## src/rtl/treasure_detect_ctrl.sv

```systemverilog
// treasure_detect_ctrl
//   Frame-level sequencer for the treasure image processor. An Arduino request
//   starts a run: the partial frame in flight is discarded, then whole frames are
//   gated through the processor and the colour/shape verdict captured just before
//   each vertical-sync falling edge is evaluated. A verdict is reported once it has
//   been seen CONFIRM_FRAMES frames in a row, or a timeout is reported after
//   MAX_FRAMES frames. The report is returned over a 4-phase REQ/ACK handshake.
//
//   Optional build macro TREASURE_CTRL_DEBUG_EN adds DBG_STATE (FSM state) and
//   DBG_FRAMES (live frame counter) outputs; without it those ports are absent.
`timescale 1ns/1ps

module treasure_detect_ctrl #(
   parameter int CONFIRM_FRAMES = 3,
   parameter int MAX_FRAMES     = 30
) (
   input  logic       CLK,
   input  logic       RESET,
   input  logic       VGA_VSYNC_NEG,
   input  logic       COLOR_DONE,
   input  logic       SHAPE_DONE,
   input  logic [1:0] COLOR_CODE,
   input  logic [1:0] SHAPE_CODE,
   input  logic       ARD_REQ,
   output logic       ARD_ACK,
   output logic [7:0] RESULT,
   output logic       PROC_ENABLE,
   output logic       BUSY
`ifdef TREASURE_CTRL_DEBUG_EN
   ,
   output logic [1:0] DBG_STATE,
   output logic [7:0] DBG_FRAMES
`endif
);

   typedef enum logic [1:0] {
      IDLE    = 2'd0,
      WAIT_VS = 2'd1,
      ACQUIRE = 2'd2,
      REPORT  = 2'd3
   } state_t;

   state_t     state;
   state_t     state_nxt;

   logic       vs_q;
   logic       fb;

   logic       done_c_q;
   logic       done_s_q;
   logic [1:0] color_q;
   logic [1:0] shape_q;
   logic [3:0] verdict;

   logic [7:0] frame_cnt;
   logic [7:0] frame_nxt;
   logic [7:0] frame_inc;
   logic [3:0] agree_cnt;
   logic [3:0] agree_nxt;
   logic [3:0] agree_new;
   logic [3:0] cand;
   logic [3:0] cand_nxt;
   logic [7:0] result_nxt;

   // Frame boundary is the falling edge of the active-low vsync.
   assign fb = vs_q & ~VGA_VSYNC_NEG;

   // The processor clears its results during vsync, so only the values seen
   // while vsync is inactive are kept; at the boundary these are the last ones.
   always_ff @(posedge CLK) begin
      if (VGA_VSYNC_NEG) begin
         done_c_q <= COLOR_DONE;
         done_s_q <= SHAPE_DONE;
         color_q  <= COLOR_CODE;
         shape_q  <= SHAPE_CODE;
      end
   end

   // No colour means nothing was seen; colour without shape reports colour only.
   assign verdict = !done_c_q ? 4'h0 :
                    !done_s_q ? {2'b00, color_q} :
                                {shape_q, color_q};

   assign frame_inc = (frame_cnt == 8'hFF) ? frame_cnt : frame_cnt + 8'd1;
   assign agree_new = (verdict == cand && agree_cnt != 4'd0) ? agree_cnt + 4'd1 : 4'd1;

   // Next-state, counter and report decode; a dropped request wins over any decision.
   always_comb begin
      state_nxt  = state;
      frame_nxt  = frame_cnt;
      agree_nxt  = agree_cnt;
      cand_nxt   = cand;
      result_nxt = RESULT;
      case (state)
         IDLE: begin
            if (ARD_REQ && !ARD_ACK) state_nxt = WAIT_VS;
         end
         WAIT_VS: begin
            if (!ARD_REQ) begin
               state_nxt = IDLE;
            end else if (fb) begin
               state_nxt = ACQUIRE;
               frame_nxt = 8'd0;
               agree_nxt = 4'd0;
               cand_nxt  = 4'd0;
            end
         end
         ACQUIRE: begin
            if (!ARD_REQ) begin
               state_nxt = IDLE;
            end else if (fb) begin
               frame_nxt = frame_inc;
               agree_nxt = agree_new;
               cand_nxt  = verdict;
               if (agree_new == 4'(CONFIRM_FRAMES)) begin
                  state_nxt  = REPORT;
                  result_nxt = {4'b0000, verdict};
               end else if (frame_inc == 8'(MAX_FRAMES)) begin
                  state_nxt  = REPORT;
                  result_nxt = 8'h10;
               end
            end
         end
         REPORT: begin
            if (!ARD_REQ) state_nxt = IDLE;
         end
         default: state_nxt = IDLE;
      endcase
   end

   // State, counters and registered outputs; outputs are decoded from the next state
   // so they change on the same edge as the state itself.
   always_ff @(posedge CLK or posedge RESET) begin
      if (RESET) begin
         state       <= IDLE;
         vs_q        <= 1'b0;
         frame_cnt   <= 8'd0;
         agree_cnt   <= 4'd0;
         cand        <= 4'd0;
         RESULT      <= 8'h00;
         ARD_ACK     <= 1'b0;
         PROC_ENABLE <= 1'b0;
         BUSY        <= 1'b0;
      end else begin
         state       <= state_nxt;
         vs_q        <= VGA_VSYNC_NEG;
         frame_cnt   <= frame_nxt;
         agree_cnt   <= agree_nxt;
         cand        <= cand_nxt;
         RESULT      <= result_nxt;
         ARD_ACK     <= (state == REPORT) && (state_nxt == REPORT);
         PROC_ENABLE <= (state_nxt == ACQUIRE);
         BUSY        <= (state_nxt != IDLE);
      end
   end

`ifdef TREASURE_CTRL_DEBUG_EN
   assign DBG_STATE  = state;
   assign DBG_FRAMES = frame_cnt;
`endif

endmodule

```

## config.mk

```make
export PLATFORM = sky130hd
export DESIGN_NAME = treasure_detect_ctrl
export DESIGN_NICKNAME = d
export VERILOG_FILES = /design/src/rtl/treasure_detect_ctrl.sv
export SDC_FILE = /design/constraint.sdc
export NUM_CORES = 1
export LEC_CHECK = 0
export CAP_MARGIN = 40
export CORE_ASPECT_RATIO = 1.2
export CORE_MARGIN = 5
export CORE_UTILIZATION = 54
export DETAILED_ROUTE_END_ITERATION = 6
export PLACE_DENSITY = 0.82
export SYNTH_ARGS = -nofsm -noshare
export SYNTH_HDL_FRONTEND = slang
export SYNTH_SLANG_ARGS = --single-unit
```

## constraint.sdc

```tcl
create_clock -name CLK -period 2.7 [get_ports CLK]
set_input_delay 0.54 -clock CLK [delete_from_list [all_inputs] [get_ports CLK]]
set_output_delay 0.54 -clock CLK [all_outputs]
set_load 0.01 [all_outputs]
```

==> impl_metrics.json <==
{
  "firstDrtPassIters": 4,
  "vias": 1320,
  "final_layout_size_suffix_gt1_share_pct": 12.8,
  "maxCapViolations": 0,
  "synth_top_area_cell": "dfrtp_1",
  "rsz0062_at_grt": "false",
  "synth-edff-count": 6,
  "crit_path_cell_trace": "clkdlybuf4s50_1, nand2b_1, or4b_1, mux2_4, and4bb_4, o21ba_1",
  "regArea_um2": 856,
  "yosys-top-cells-area": "dfrtp_1, edfxtp_1, o21ai_0, nand2_1, mux2i_1",
  "drt-wirelength-per-cell_um": 16.2,
  "fin_crit_sh_pct": 79.3,
  "skew_ns": 0.00854,
  "placed_cells": 216,
  "area_delta_synth_final_pct": 17.0,
  "utilization_pct": 65.1,
  "r2r_slack_ns": 0.57,
  "critical_path_class": "input port to flop",
  "post-cts-setup-buffers": 0,
  "numPortBuffers": 17,
  "critical_path_buf_inv_count": 1,
  "antenna_found_initial": 0,
  "cts_resized": 0,
  "dpl.hpwl_mm": 2.76,
  "cellPowerDensity_mw_per_mm2": 474,
  "synth_common_cells": "dfrtp_1, nand2_1, o21ai_0",
  "hold_buffers": 0,
  "setup_viol": 0,
  "drt-vias-per-instance": 5.89,
  "gp_congestion": 0.822,
  "ys_async_sr_fraction_pct": 81.8,
  "placementRows": 22,
  "syn_inst": 161,
  "cts-root-buf": "clkbuf_4",
  "slowest_stage": "or4b_1",
  "synthDominantCellAreaShare_pct": 39.7,
  "r2r_cells": 6,
  "cts_made_buffers": 5,
  "grt_max_degree": 28,
  "synth_most_common_cell": "dfrtp_1",
  "cp_max_fo": 5,
  "fmax_ghz": 0.467,
  "worstHoldStart": "cand[1]",
  "leakagePower_uw": 0.000864,
  "clkSinkCount": 33,
  "grt_overflow": 0,
  "hold-path-endpoint": "cand[1]",
  "fin_cells": 224,
  "r2r_end": "RESULT[4]",
  "drv_slew": 0,
  "antenna_left": 0,
  "clock_tree.buffer_depth": 2,
  "fill_cells": 251,
  "critPathCaptureType": "flop",
  "fin_nets": 200,
  "worstSkewPairLatency_ns": 0.34,
  "drt-initial-drc-count": 33,
  "ys_ff_latch": 33,
  "first_global_vias": 1388,
  "initial_core_util_pct": 55.7,
  "hold_viol": 0,
  "drc": 0,
  "cts_tree": "done",
  "clk_pin_slew_ns": 0.10,
  "core-area_mm2": 0.00306,
  "die_h_um": 71.5,
  "status": "finished clean",
  "routed_wl_mm": 3.64,
  "period_needed_ns": 2.14,
  "ir_drop_v": 0.000484,
  "grt_pass1_wl_mm": 6.30,
  "syn_area_per_cell_um2": 10.6,
  "fin_tns_setup_ns": 0,
  "ioPinCount": 21,
  "multi_input_area_um2": 792,
  "critical_path_required_ns": 2.99,
  "cp-start-kind": "input port",
  "cts-htree-levels": 2,
  "synth_area_mm2": 0.00170,
  "ys.flop_type": "dfrtp_1",
  "grtUsageTotal_pct": 19.7,
  "r2r-start": "frame_cnt[0]",
  "die_w_um": 61.2,
  "antenna_cells": 0,
  "critPathTopFamily": "simple AND/OR/NAND/NOR gates",
  "synth.distinct_cells": 49,
  "hold_depth": 2,
  "dieArea_mm2": 0.00438,
  "ys_warn_count": 0,
  "arrival_ns": 2.43,
  "ys_seq_area_share_pct": 50.3,
  "worst_hold_path_type": "flop to flop",
  "max_stage_delay_ns": 0.53
}
[report_power, final]
group          internal (uW)  switching [uW]  leakage (uW)
Sequential               529            24.4      0.000428
Combinational           47.3            46.3      0.000404
Clock                    127             169     0.0000315
Total                    703             239      0.000864
[metrics by stage]
| step | power (uW) | hold slack, ns | setup WS (ns) | cell area (um^2) |
|---|---|---|---|---|
| 3_3_place_gp | 651 | 0.487 | 0.267 | 1930 |
| 3_5_place_dp | 657 | 0.496 | 0.220 | 1930 |
| 2_1_floorplan | 615 | 0.464 | 0.740 | 1710 |
| 5_1_grt | 987 | 0.536 | 0.484 | 1990 |
| 4_1_cts | 953 | 0.521 | 0.555 | 1990 |
| 6_report | 943 | 0.517 | 0.559 | 1990 |
[cell families after synthesis]
kind of cell | synth area share, %
simple gates | 23.5
compound gates | 13.8
flops | 50.3
buf+inv | 3.53
mux | 4.41
xor+xnor | 2.06
fa+ha+maj | 2.21
other cells | 0.221
[state kept, by name, indices dropped and copies added (netlist names), 2 cells and up]
name	count
shape_q	2
state	2
cand	4
frame_cnt	8
agree_cnt	4
color_q	2
RESULT	5
[tightest hold or removal path: stages, from the launching register on]
cell and delay [ns]:
dfrtp_1 0.38, nand2_1 0.05, o21ai_0 0.06
[how the worst max path moves through the flow]
stage,startpoint,endpoint,slack (ns),cells past startpoint
global placement,VGA_VSYNC_NEG,PROC_ENABLE,0.27,6
floorplan,ARD_REQ,RESULT[4],0.74,6
global route,frame_cnt[0],RESULT[4],0.48,6
CTS,VGA_VSYNC_NEG,RESULT[4],0.56,6
detailed placement,VGA_VSYNC_NEG,RESULT[4],0.22,6
finish,VGA_VSYNC_NEG,RESULT[4],0.56,6
[final cells by class]
class                           count  area share, %
Inverter                            3          0.566
Clock inverter                      1          0.377
Sequential cell                    33           43.0
Timing Repair Buffer               24           11.2
Multi-Input combinational cell    120           39.8
Tap cell                           36           2.26
Clock buffer                        7           2.77
[per-layer routing]
layer / share of wire (%) / GRT usage (%) / vias up
met3: 4.4 / 5.95 / 7
met1: 40 / 23.1 / 649
met5: 0 / 0 / -
met2: 54 / 33.4 / 27
met4: 1.6 / 6.51 / 0
li1: - / - / 637
[cell usage in the layout, fill, tap and decap left out, types with 3 or more instances in the layout]
| cell type | synthesis | routed |
|---|---|---|
| buf_4 | 4 | 7 |
| a21oi_1 | 5 | 5 |
| edfxtp_1 | 6 | 6 |
| nand2b_1 | 3 | 3 |
| conb_1 | 1 | 3 |
| nand3_1 | 10 | 10 |
| clkdlybuf4s50_1 | 0 | 17 |
| clkbuf_4 | 0 | 5 |
| inv_1 | 3 | 3 |
| nor2_1 | 11 | 11 |
| o21ai_0 | 15 | 15 |
| dfrtp_1 | 27 | 27 |
| xnor2_1 | 3 | 3 |
| nand2_1 | 17 | 17 |
| mux2i_1 | 6 | 6 |
| and3_1 | 6 | 6 |
| ha_1 | 3 | 3 |
(Power assumes the default switching activity.)
